===== config.mk =====
export PLATFORM = sky130hd
export DESIGN_NAME = dmem_arbiter
export DESIGN_NICKNAME = d
export VERILOG_FILES = /design/src/rtl/dmem_arbiter.sv
export SDC_FILE = /design/constraint.sdc
export NUM_CORES = 1
export LEC_CHECK = 0
export ABC_AREA = 0
export BUFFER_PORTS_ARGS = -buffer_cell sky130_fd_sc_hd__buf_2
export CORE_MARGIN = 2
export CORE_UTILIZATION = 53
export DETAILED_ROUTE_END_ITERATION = 12
export HOLD_SLACK_MARGIN = 0.1
export PLACE_DENSITY = 0.71
export SETUP_SLACK_MARGIN = 0.05
export SYNTH_ARGS = -nofsm -noshare
export SYNTH_HDL_FRONTEND = slang
export SYNTH_SLANG_ARGS = --single-unit
export TNS_END_PERCENT = 20

===== constraint.sdc =====
create_clock -name clk -period 4.44 [get_ports clk]
set_input_delay 0.666 -clock clk [delete_from_list [all_inputs] [get_ports clk]]
set_output_delay 0.666 -clock clk [all_outputs]
set_load 0.01 [all_outputs]

===== src/rtl/dmem_arbiter.sv =====
// dmem_arbiter: two-port round-robin arbiter in front of a single-ported DEPTH x DATA_W memory.
// One access is serviced per clock edge; grants, errors and read returns are registered.
module dmem_arbiter #(
    parameter int DATA_W = 32,
    parameter int ADDR_W = 16,
    parameter int DEPTH  = 16
) (
    input  logic              clk,
    input  logic              rst,
    input  logic              req0,
    input  logic              req1,
    input  logic              we0,
    input  logic              we1,
    input  logic [ADDR_W-1:0] addr0,
    input  logic [ADDR_W-1:0] addr1,
    input  logic [DATA_W-1:0] wdata0,
    input  logic [DATA_W-1:0] wdata1,
    output logic              gnt0,
    output logic              gnt1,
    output logic              rvalid0,
    output logic              rvalid1,
    output logic [DATA_W-1:0] rdata0,
    output logic [DATA_W-1:0] rdata1,
    output logic              err0,
    output logic              err1,
    output logic              busy
);
    localparam int IW = DEPTH > 1 ? $clog2(DEPTH) : 1;
    localparam int CW = ADDR_W > 32 ? ADDR_W + 1 : 33;

    logic [DATA_W-1:0] mem [DEPTH];
    logic              last, win0, win1, any, sel_we, in_range, pend0, pend1;
    logic [ADDR_W-1:0] sel_addr;
    logic [DATA_W-1:0] sel_wdata, rd_q;
    logic [IW-1:0]     idx;

    // last = 1 means port 1 was granted most recently, so port 0 wins a tie
    always_comb begin
        win0      = req0 && (!req1 || last);
        win1      = req1 && (!req0 || !last);
        any       = win0 || win1;
        sel_we    = win1 ? we1 : we0;
        sel_addr  = win1 ? addr1 : addr0;
        sel_wdata = win1 ? wdata1 : wdata0;
        in_range  = CW'(sel_addr) < CW'(DEPTH);
        idx       = sel_addr[IW-1:0];
    end

    // Read data is captured at the grant edge and presented one cycle later
    always_ff @(posedge clk or posedge rst) begin
        if (rst) begin
            gnt0    <= 1'b0;
            gnt1    <= 1'b0;
            err0    <= 1'b0;
            err1    <= 1'b0;
            busy    <= 1'b0;
            last    <= 1'b1;
            pend0   <= 1'b0;
            pend1   <= 1'b0;
            rd_q    <= '0;
            rvalid0 <= 1'b0;
            rvalid1 <= 1'b0;
            rdata0  <= '0;
            rdata1  <= '0;
        end else begin
            gnt0    <= win0;
            gnt1    <= win1;
            err0    <= win0 && !in_range;
            err1    <= win1 && !in_range;
            busy    <= any;
            if (any) last <= win1;
            pend0   <= win0 && !we0;
            pend1   <= win1 && !we1;
            if (any && !sel_we) rd_q <= in_range ? mem[idx] : '0;
            rvalid0 <= pend0;
            rvalid1 <= pend1;
            if (pend0) rdata0 <= rd_q;
            if (pend1) rdata1 <= rd_q;
        end
    end

    always_ff @(posedge clk) begin
        if (!rst && any && sel_we && in_range) mem[idx] <= sel_wdata;
    end
endmodule


==> impl.org <==
** Status
- The run finished with clean final reports.

** Global routing
- Maximum number of pins on one net before global-route repair :: 98
- Aggregate global routing overflow :: 0
- The number of antenna violations at the first check in global routing was 1.
- GRT Total Usage :: 27.2%
- First-pass GRT wire length :: 99,800 µm
- The via count of the first global-routing pass came to 16,100.

** Run
- The tool flagged a number of max-cap violations equal to 0.

** CTS
- The tree is rooted in a clkbuf_16.
- CTS buffer count :: 58
- The clock reaches the later pin of the worst-skew pair after 0.61 ns.
- After clock tree synthesis, the clock-pin slew on the worst setup and hold paths is 0.06 ns.
- TritonCTS built the clock tree.
- Clock tree synthesis found a total of 618 sinks.
- In this run the number of H-tree levels came out at 2.
- The number of hold buffers added after CTS was 0.
- Setup bufs post-CTS :: 0
- Maximum buffer depth of the clock tree :: 3
- Total of cells resized after clock tree synthesis :: 0

** Detailed routing
- Across all layers, the routed design uses 16,200 vias.
- DRC Markers :: 0
- Via density per instance :: 6.05
- In the final routed layout, each cell accounts on average for 25.1 µm.
- Initial drt markers :: 1,938
- Before antenna repair, the detailed router went through 6 iterations.
- The detail route stage leaves a number of antenna-violating nets equal to 0.
- After detailed routing, the total wire length is 67,100 µm.

** Final layout
- Leading cell type in the layout, fill and taps excluded :: edfxtp_1
- 0 antenna diodes ended up in the layout.
- Post-layout instance count excluding filler cells :: 2,673
- In the final design database the tool counted 2,112 nets.
- Final design utilization :: 61.4%
- Number of fill cells in the layout :: 3,552
- In the layout the commonest cells are edfxtp_1 (512), nand2_1 (434), buf_2 (172).
- In the final layout, the share of cells above drive strength 1 is 21.8%.
- Growth of design area from synthesis to finish :: 14.8%

** Timing
- The smallest clock period supported by the final layout is computed as 3.60 ns.
- The final critical path takes up 81.0% of the cycle.
- Transition time at the pin with the least slew margin :: 0.968 ns
- Summed over all failing endpoints, the final setup total negative slack is 0 ns.
- Setup clock skew after layout :: 0.0144 ns
- Setup repair after global routing left no endpoint under its margin.
- Setup violations remaining at the end of the flow were counted as 0.
- Worst Slack Setup Final :: 0.845 ns
- The number of max-slew violations in the final report is 0.
- Final Hold Fails :: 0
- Max transition margin :: 35.1%
- Maximum achievable frequency :: 0.278 GHz
- On the final layout, the worst hold slack is 0.220 ns.

** Pwr
- Total leakage power :: 0.0112 µW
- Power Dens Cells :: 417 nW/µm²
- The worst-case IR drop observed on VDD is 272 µV.

** Synthesis
- Predominant post-synthesis flop cell :: edfxtp_1
- Synthesis produced 1,831 cells.
- Counting flops and latches in the post-synthesis netlist gives 618.
- Counting distinct cell types in the post-synthesis netlist gives 46.
- Yosys mapped a number of flops with a built-in enable equal to 512.
- A synthesized cell averages 13.9 µm².
- Share of synthesized registers carrying an async set or reset :: 17.2%
- Nets in the synthesized netlist :: 1,933
- Sequential element share of the synthesized area :: 71.1%
- Netlist area before placement :: 25,400 µm²
- Yosys Warn Count :: 0

** Die
- Placement row count :: 80
- The floorplan step set the die height to 223 µm.
- The floorplan step defined a die boundary enclosing 49,600 µm².
- After floorplanning, the core was sized to cover 47,400 µm².
- In this run the horizontal extent of the chip is 223 µm.
- The initial utilization of the core area, before any placement, comes to 53.5%.
- I/O Pins :: 173

** Placement
- Half-perimeter wire length after placement :: 40,300 µm
- Routability-driven placement finished with a final weighted congestion of 0.841.
- Post-placement cell count :: 2,565
- Worst setup timing slack at the placement stage :: 0.459 ns
- Buffers placed on the I/O ports in this run total 172.

** Critical path
- Critical Path End Type :: flop
- Data on the critical path arrives at its endpoint at 3.91 ns.
- Required time of the critical path :: 4.75 ns
- In this run the worst path has a maximum fanout of 20.
- STA classifies the critical path startpoint as a flop.
- The worst setup path is of the flop to flop kind.

** Min path
- Hold Path Class :: input port to asynchronous set/reset pin
==> flip-flops by register name, summed over array words and instances (netlist names) <==
signal and cells:
busy 1, err0 1, err1 1, gnt0 1
gnt1 1, last 1, mem 512, pend0 1
pend1 1, rd_q 32, rdata0 32, rdata1 32
rvalid0 1, rvalid1 1
==> routing by layer <==
metal | GRT usage (%) | share of wire, % | vias up
li1 | - | - | 7158
met1 | 36.3 | 39 | 8064
met2 | 43.9 | 47 | 788
met3 | 6.00 | 9.8 | 162
met4 | 10.7 | 4.1 | 0
met5 | 0 | 0 | -
==> cell usage after synthesis (2+ instances only) <==
library cell	number	share of area, %
buf_6	3	0.13
nand2_1	434	6.4
nor2_1	25	0.37
nor4_1	6	0.15
nor2b_1	11	0.27
dfrtp_1	105	10
o31ai_1	31	0.92
a311o_1	8	0.32
clkbuf_1	57	0.84
and3_1	3	0.074
buf_2	30	0.59
a221o_1	20	0.79
edfxtp_1	512	61
o21ai_0	20	0.39
a211oi_1	19	0.56
nand4_1	13	0.32
a22oi_1	23	0.68
mux2_2	103	4.6
o22ai_1	10	0.25
nand3_1	131	2.6
nor3_1	3	0.059
a21oi_1	70	1.4
a32oi_1	2	0.069
inv_1	6	0.089
buf_4	2	0.059
buf_8	3	0.18
buf_1	17	0.25
mux4_2	7	0.62
mux2i_1	139	5.5
a31oi_1	2	0.049
==> final cells by class <==
class | instances | area [µm²] | share of cell area, %
Clock inverter | 22 | 149 | 0.511
Timing Repair Buffer | 232 | 1490 | 5.11
Clock buffer | 86 | 1660 | 5.71
Multi-Input combinational cell | 1093 | 6990 | 24.0
Inverter | 7 | 28.8 | 0.0988
Tap cell | 615 | 769 | 2.64
Sequential cell | 618 | 18000 | 61.9
==> power by group <==
| group | total, µW | switching, µW | internal, µW |
|---|---|---|---|
| clock network | 4750 | 2060 | 2690 |
| registers | 6380 | 3.30 | 6380 |
| logic | 1020 | 730 | 285 |
| total | 12100 | 2790 | 9350 |
==> cell families (layout without fill, tap and decap cells) <==
logic type | after synthesis | in the layout | synth area share, %
AOI/OAI and AO/OA | 213 | 213 | 5.67
buffers and inverters | 120 | 347 | 2.19
DFF | 618 | 618 | 71.1
muxes | 250 | 250 | 10.7
and+or+nand+nor | 630 | 630 | 10.3
==> path summary, 6_finish.rpt <==
check | slack [ns] | cells past startpoint | end | startpoint
max | 0.84 | 6 | mem[0][6] | last
min | 0.22 | 2 | busy | rst
max reg2reg | 0.84 | 6 | mem[0][6] | last
min reg2reg | 0.43 | 0 | rvalid0 | pend0
max in group asynchronous | 3.39 | 3 | rdata1[6] | rst
min in group clk | 0.26 | 2 | pend0 | we0
==> critical path, cell delays in order (launching register included) <==
cell      delay [ns]
dfstp_2         0.56
a21bo_4         0.36
nand4_1         0.25
a211oi_1        0.84
nand3_1         0.49
nor2_4          0.52
buf_12          0.25
==> metrics by stage <==
stage / power [µW] / cell area, µm²
finish: 12100 / 29100
global route: 12500 / 29100
CTS: 12200 / 29100
detailed placement: 7510 / 27300
global placement: 7490 / 27300
floorplan: 7110 / 25400
(Power assumes the default switching activity.)
